## src/rtl/ls_access_sequencer_if.sv

```systemverilog
// Bus bundle between the load/store sequencer, the CPU control unit and the
// single-port data memory.
//
// Request handshake: a request transfers on a rising clock edge where both
// req_valid and req_ready are high. The request fields are sampled only on
// that edge. resp_valid is a one-cycle pulse, and resp_err and resp_rdata
// are meaningful only while it is high. The response is never back-pressured.
interface ls_access_sequencer_if;
    logic        req_valid;
    logic        req_ready;
    logic        req_write;
    logic [1:0]  req_size;
    logic [31:0] req_addr;
    logic [31:0] req_wdata;
    logic        resp_valid;
    logic [31:0] resp_rdata;
    logic        resp_err;
    logic [31:0] mem_addr;
    logic        mem_wr;
    logic [31:0] mem_wdata;
    logic [31:0] mem_rdata;

    // Environment side: the CPU control unit plus the data memory.
    modport master (
        output req_valid, req_write, req_size, req_addr, req_wdata, mem_rdata,
        input  req_ready, resp_valid, resp_rdata, resp_err, mem_addr, mem_wr, mem_wdata
    );

    // Sequencer side.
    modport slave (
        input  req_valid, req_write, req_size, req_addr, req_wdata, mem_rdata,
        output req_ready, resp_valid, resp_rdata, resp_err, mem_addr, mem_wr, mem_wdata
    );
endinterface

```

## src/rtl/ls_access_sequencer.sv

```systemverilog
// Load/store access sequencer. It turns byte, half and word requests into
// accesses on a single-port, word-wide data memory. Partial stores are done
// as read-modify-write. Loads return the addressed lane zero-extended.
// Misaligned or illegal-size requests complete with resp_err and never touch
// memory. MEM_LATENCY must be at least 1, and CNT_W must be wide enough to
// hold MEM_LATENCY-1.
module ls_access_sequencer #(
    parameter int MEM_LATENCY = 2,
    parameter int CNT_W       = 2
) (
    input  logic                 clock,
    input  logic                 reset,
    ls_access_sequencer_if.slave bus,
    output logic                 busy,
    output logic [2:0]           state_dbg
);

    typedef enum logic [2:0] {
        IDLE  = 3'd0,
        READ  = 3'd1,
        WRITE = 3'd2,
        RESP  = 3'd3,
        ERR   = 3'd4
    } state_t;

    state_t           state;
    logic [CNT_W-1:0] cnt;
    logic             ready_q;
    logic             write_q;
    logic [1:0]       size_q;
    logic [1:0]       off_q;
    logic [15:0]      wdata_q;
    logic             accept;
    logic             misaligned;
    logic [31:0]      load_lane;
    logic [31:0]      merged;

    assign accept        = bus.req_valid && ready_q;
    assign bus.req_ready = ready_q;
    assign busy          = (state != IDLE);
    assign state_dbg     = state;

    // Classify the incoming request: illegal size or a lane that crosses its natural alignment.
    always_comb begin
        misaligned = 1'b0;
        case (bus.req_size)
            2'b00:   misaligned = 1'b1;
            2'b10:   misaligned = bus.req_addr[0];
            2'b11:   misaligned = |bus.req_addr[1:0];
            default: misaligned = 1'b0;
        endcase
    end

    // Pick the addressed lane out of the read word, and build the read-modify-write merge word.
    always_comb begin
        load_lane = bus.mem_rdata;
        merged    = bus.mem_rdata;
        case (size_q)
            2'b01: begin
                load_lane = {24'b0, bus.mem_rdata[{off_q, 3'b000} +: 8]};
                merged[{off_q, 3'b000} +: 8] = wdata_q[7:0];
            end
            2'b10: begin
                load_lane = {16'b0, bus.mem_rdata[{off_q[1], 4'b0000} +: 16]};
                merged[{off_q[1], 4'b0000} +: 16] = wdata_q;
            end
            default: begin
                load_lane = bus.mem_rdata;
                merged    = bus.mem_rdata;
            end
        endcase
    end

    // Sequencer FSM with registered bus outputs. Reset aborts any access in flight.
    always_ff @(posedge clock or negedge reset) begin
        if (!reset) begin
            state          <= IDLE;
            cnt            <= '0;
            ready_q        <= 1'b0;
            write_q        <= 1'b0;
            size_q         <= 2'b00;
            off_q          <= 2'b00;
            wdata_q        <= '0;
            bus.resp_valid <= 1'b0;
            bus.resp_err   <= 1'b0;
            bus.resp_rdata <= '0;
            bus.mem_addr   <= '0;
            bus.mem_wr     <= 1'b0;
            bus.mem_wdata  <= '0;
        end else begin
            bus.resp_valid <= 1'b0;
            bus.mem_wr     <= 1'b0;
            case (state)
                IDLE: begin
                    ready_q <= 1'b1;
                    if (accept) begin
                        ready_q      <= 1'b0;
                        write_q      <= bus.req_write;
                        size_q       <= bus.req_size;
                        off_q        <= bus.req_addr[1:0];
                        wdata_q      <= bus.req_wdata[15:0];
                        bus.mem_addr <= {bus.req_addr[31:2], 2'b00};
                        bus.resp_err <= 1'b0;
                        if (misaligned) begin
                            state <= ERR;
                        end else if (bus.req_write && bus.req_size == 2'b11) begin
                            // A full word needs no read, so it goes straight to memory.
                            bus.mem_wdata <= bus.req_wdata;
                            bus.mem_wr    <= 1'b1;
                            state         <= WRITE;
                        end else begin
                            cnt   <= CNT_W'(MEM_LATENCY - 1);
                            state <= READ;
                        end
                    end
                end
                READ: begin
                    if (cnt == '0) begin
                        if (write_q) begin
                            bus.mem_wdata <= merged;
                            bus.mem_wr    <= 1'b1;
                            state         <= WRITE;
                        end else begin
                            bus.resp_rdata <= load_lane;
                            bus.resp_valid <= 1'b1;
                            state          <= RESP;
                        end
                    end else begin
                        cnt <= cnt - 1'b1;
                    end
                end
                WRITE: begin
                    bus.resp_valid <= 1'b1;
                    state          <= RESP;
                end
                ERR: begin
                    bus.resp_err   <= 1'b1;
                    bus.resp_valid <= 1'b1;
                    state          <= RESP;
                end
                RESP: begin
                    bus.resp_err <= 1'b0;
                    ready_q      <= 1'b1;
                    state        <= IDLE;
                end
                default: begin
                    state <= IDLE;
                end
            endcase
        end
    end

endmodule
```

## src/flat_wrapper.sv

```systemverilog
// flat-port wrapper written by rule: the top's interface ports become plain ports
module ls_access_sequencer_flat 
#(
    parameter int MEM_LATENCY = 2,
    parameter int CNT_W       = 2
)
  (clock, reset, busy, state_dbg, bus_req_valid, bus_req_write, bus_req_size, bus_req_addr, bus_req_wdata, bus_mem_rdata, bus_req_ready, bus_resp_valid, bus_resp_rdata, bus_resp_err, bus_mem_addr, bus_mem_wr, bus_mem_wdata);
  ls_access_sequencer_if bus_i ();
  input  logic clock;
  input  logic reset;
  output logic busy;
  output logic [2:0] state_dbg;
  input wire logic [$bits(bus_i.req_valid)-1:0] bus_req_valid;
  input wire logic [$bits(bus_i.req_write)-1:0] bus_req_write;
  input wire logic [$bits(bus_i.req_size)-1:0] bus_req_size;
  input wire logic [$bits(bus_i.req_addr)-1:0] bus_req_addr;
  input wire logic [$bits(bus_i.req_wdata)-1:0] bus_req_wdata;
  input wire logic [$bits(bus_i.mem_rdata)-1:0] bus_mem_rdata;
  output wire logic [$bits(bus_i.req_ready)-1:0] bus_req_ready;
  output wire logic [$bits(bus_i.resp_valid)-1:0] bus_resp_valid;
  output wire logic [$bits(bus_i.resp_rdata)-1:0] bus_resp_rdata;
  output wire logic [$bits(bus_i.resp_err)-1:0] bus_resp_err;
  output wire logic [$bits(bus_i.mem_addr)-1:0] bus_mem_addr;
  output wire logic [$bits(bus_i.mem_wr)-1:0] bus_mem_wr;
  output wire logic [$bits(bus_i.mem_wdata)-1:0] bus_mem_wdata;
  assign bus_i.req_valid = bus_req_valid;
  assign bus_i.req_write = bus_req_write;
  assign bus_i.req_size = bus_req_size;
  assign bus_i.req_addr = bus_req_addr;
  assign bus_i.req_wdata = bus_req_wdata;
  assign bus_i.mem_rdata = bus_mem_rdata;
  assign bus_req_ready = bus_i.req_ready;
  assign bus_resp_valid = bus_i.resp_valid;
  assign bus_resp_rdata = bus_i.resp_rdata;
  assign bus_resp_err = bus_i.resp_err;
  assign bus_mem_addr = bus_i.mem_addr;
  assign bus_mem_wr = bus_i.mem_wr;
  assign bus_mem_wdata = bus_i.mem_wdata;
  ls_access_sequencer #(.MEM_LATENCY(MEM_LATENCY), .CNT_W(CNT_W)) u_core (.clock(clock), .reset(reset), .bus(bus_i), .busy(busy), .state_dbg(state_dbg));
endmodule
```

## config.mk

```make
export PLATFORM = sky130hd
export DESIGN_NAME = ls_access_sequencer_flat
export DESIGN_NICKNAME = d
export VERILOG_FILES = /design/src/rtl/ls_access_sequencer_if.sv /design/src/rtl/ls_access_sequencer.sv /design/src/flat_wrapper.sv
export SDC_FILE = /design/constraint.sdc
export NUM_CORES = 1
export LEC_CHECK = 0
export CAP_MARGIN = 20
export CORE_MARGIN = 8
export CORE_UTILIZATION = 47
export DETAILED_ROUTE_END_ITERATION = 12
export GPL_TIMING_DRIVEN = 0
export PLACE_DENSITY_LB_ADDON = 0.08
export SLEW_MARGIN = 40
export SYNTH_ARGS = -nofsm -noshare
export SYNTH_HDL_FRONTEND = slang
export SYNTH_SLANG_ARGS = --single-unit
export TNS_END_PERCENT = 20
```

## constraint.sdc

```tcl
create_clock -name clock -period 3.8 [get_ports clock]
set_clock_uncertainty 0.1 [all_clocks]
set_input_delay 0.76 -clock clock [delete_from_list [all_inputs] [get_ports clock]]
set_output_delay 0.76 -clock clock [all_outputs]
set_load 0.05 [all_outputs]
```

==> results.ini <==
[outcome]
status = completed

[clocking]
clock_sinks = 124
h-tree-depth = 4
clock_path_buffers = 2
path_clk_slew_ns = 0.05
numCtsBuffers = 17
cts_hold_buf = 0
cts_tree = yes
cts_setup_buffers = 0
cts-root-buf = clkbuf_16
clk-insertion-delay-late_ns = 0.42

[pwr]
pwr_density_cell_nw_per_um2 = 1070
p_leak_nw = 3.96
vdd_drop_max_uv = 613
power.share.switching = 0.490
p_int_mw = 5.19
seqPwrFrac = 0.239
switchingPower_mw = 5.00
clockPowerShare = 0.167
power_frac_comb = 0.594

[route]
drtIter0Drc = 518
route.detailed.drc = 0
wl_um = 23400
via_per_inst = 5.85
drtAntennaViolNets = 0
wl_per_cell_um = 22.0
drt-pass1-iter-count = 6
via_count = 6245

[placed_design]
dpl.cell_count = 1037
gp_congestion = 0.855
dpl_cell_area_um2 = 8950
hpwl_um = 18100
port_buffers = 203

[timing]
worst_hold_slack_ns = 0.167
fin_crit_sh = 0.938
finalSetupViolCount = 0
final_max_slew_viol_count = 0
final.setup.tns_ns = 0
period_minus_slack_ns = 3.57
timing.fmax_mhz = 280
hold_viol = 0
maxSlewHeadroom = 0.476
rsz0062_at_grt = no
worst_pin_slew_ns = 0.782

[layout]
antenna_cells = 0
multi_input_area_um2 = 3160
final_core_util = 0.692
drive_gt1_frac = 0.136
seqCellArea_um2 = 3100
final_common_cell = clkdlybuf4s50_1
layout.cells.non_filler = 1068
num-nets-final = 985
area_delta_synth_final_pct = 43.9
layout_common_cells = 202 x clkdlybuf4s50_1, 124 x dfrtp_1, 61 x nand2_1
n_fill_cell = 1033
fin_area_um2 = 9570

[synthesis]
synth_top_flop_cell = dfrtp_1
syn_area_per_cell_um2 = 10.2
yosys_register_bits = 124
yosys-top-cells-area = dfrtp_1 47%, mux2_2 9.0%, nand2_1 3.4%
syn_area_um2 = 6650
synthDistinctLibCells = 58
syn_inst = 652
yosysWarnings = 0
synth_top_cell_by_area = dfrtp_1
yosysTopAreaCellShare = 0.467
yosysSeqAreaShare = 0.467
ys_async_sr_fraction = 1.00
synth_edf_count = 0

[setup_path]
cp.arrival_ns = 3.74
cp_slowest_stage_delay_ns = 0.47
rr_startpoint = u_core.off_q[1]
crit_type = flop to flop
critical_path.endpoint_type = flop
crit_required_ns = 3.98
timing.rr.end = u_core.bus.mem_wdata[22]
r2r_slack_ns = 0.23
ff2ff_path_depth = 10
crit_chain = buf_2 -> buf_2 -> clkbuf_2 -> inv_1 -> ha_1 -> nor4bb_1 -> clkbuf_1 -> a32o_1 -> a221oi_1 -> o2bb2ai_1
cp_common_cell = buf_2
cp_slowest_cell = dfrtp_1
crit_path_max_fanout = 11
worst-path-buf-inv = 5
startpoint_type = flop
cpLargestDelayFamily = buffers and inverters
path_depth = 10

[global_routing]
grt_pass1_vias = 6420
grt_antenna_before_repair = 1
grt_overflow = 0
grt_pass1_wl_um = 35700
gr-usage-all-layers = 0.255
grt_max_degree = 64

[worst_hold_path]
worst_hold_path_type = primary input to async pin

[flow_run]
maxCapViolCount = 0

[floorplan]
die_w_um = 135
initial_utilization = 0.481
rows = 43
die-area_um2 = 18200
fp.coreArea_um2 = 13800
ioPinCount = 206
die_h_um = 135

[cell families after synthesis]
family / after synthesis / synth area share
AND/OR/NAND/NOR: 192 / 0.137
flip-flops: 124 / 0.467
multiplexers: 76 / 0.126
adder cells (fa/ha/maj): 8 / 0.0151
AO/OA/AOI/OAI: 172 / 0.194
buffers and inverters: 78 / 0.0593
XOR/XNOR: 1 / 0.00132
other: 1 / 0.000564
[cells in the mapped netlist, drive strengths merged, types with 2 or more instances]
cell,number
o221ai,2
dfrtp,124
o311ai,7
o22ai,9
nand3,27
clkinv,2
a32oi,8
o22a,2
a32o,8
a21o,7
nand2,61
a211oi,10
inv,23
or2,2
a31oi,15
a221oi,26
clkbuf,29
a21oi,16
ha,8
nor4,2
nor3,27
buf,24
nand2b,10
o211ai,8
a21boi,7
o21ai,26
nor2,51
o2bb2ai,8
or3,2
nand4bb,3
o32ai,9
mux2,59
mux2i,17
[power groups by stage]
| stage | logic (mW) | registers (mW) | clock network, mW |
|---|---|---|---|
| 2_1_floorplan | 2.23 | 4.16 | 0 |
| 3_3_place_gp | 5.92 | 2.40 | 0 |
| 3_5_place_dp | 6.03 | 2.44 | 0 |
| 4_1_cts | 6.06 | 2.43 | 1.72 |
| 5_1_grt | 6.38 | 2.51 | 1.78 |
| 6_report | 6.05 | 2.44 | 1.70 |
[per-layer routing]
layer	part of all wire	up-vias	global-route usage
met4	0.025	0	0.108
met5	0	-	0
met1	0.39	3058	0.301
li1	-	2866	-
met2	0.50	278	0.429
met3	0.080	43	0.0665
[per-stage QoR]
step,power [mW],setup WS (ns)
2_1_floorplan,6.39,0.867
3_3_place_gp,8.33,-2.83
3_5_place_dp,8.47,0.0691
4_1_cts,10.2,0.0246
5_1_grt,10.7,0.0992
6_report,10.2,0.235
[worst reg2reg max path, stage by stage (launching register included)]
cell and delay, ns:
dfrtp_1 0.47, buf_2 0.30, buf_2 0.36, clkbuf_2 0.31, inv_1 0.12, ha_1 0.46
nor4bb_1 0.22, clkbuf_1 0.21, a32o_1 0.31, a221oi_1 0.42, o2bb2ai_1 0.16
[timing repair]
| item | CTS | global route |
|---|---|---|
| hold endpoints to repair | 0 | 0 |
| endpoints found under the setup margin | 0 | 16 |
| gates resized for setup | 0 | 2 |
[how the worst max path moves through the flow]
stage	from	to	slack, ns
after floorplan	u_core.off_q[1]	u_core.bus.mem_wdata[23]	0.87
after global placement	reset	u_core.bus.mem_addr[15]	-2.83
after detailed placement	u_core.off_q[1]	u_core.bus.mem_wdata[17]	0.07
after CTS	u_core.off_q[1]	u_core.bus.mem_wdata[22]	0.02
after global routing	u_core.off_q[1]	u_core.bus.mem_wdata[20]	0.1
final	u_core.off_q[1]	u_core.bus.mem_wdata[22]	0.23
[final cells by class]
type | instances | share of cell area
buffer | 52 | 0.0306
tap | 180 | 0.0235
sequential | 124 | 0.324
inverter | 25 | 0.0103
clock buffer | 21 | 0.0471
timing repair buffer | 204 | 0.216
clock inverter | 11 | 0.0175
multi-input combinational | 451 | 0.331
[sequential cells by signal (all words and copies together) (netlist names)]
signal,count
u_core.bus.resp_rdata,32
u_core.bus.mem_wdata,32
u_core.bus.resp_valid,1
u_core.bus.req_ready,1
u_core.state_dbg,3
u_core.bus.mem_addr,30
u_core.wdata_q,16
u_core.bus.resp_err,1
u_core.size_q,2
u_core.cnt,2
u_core.write_q,1
u_core.off_q,2
u_core.bus.mem_wr,1
Power figures use the tool's default switching activity.
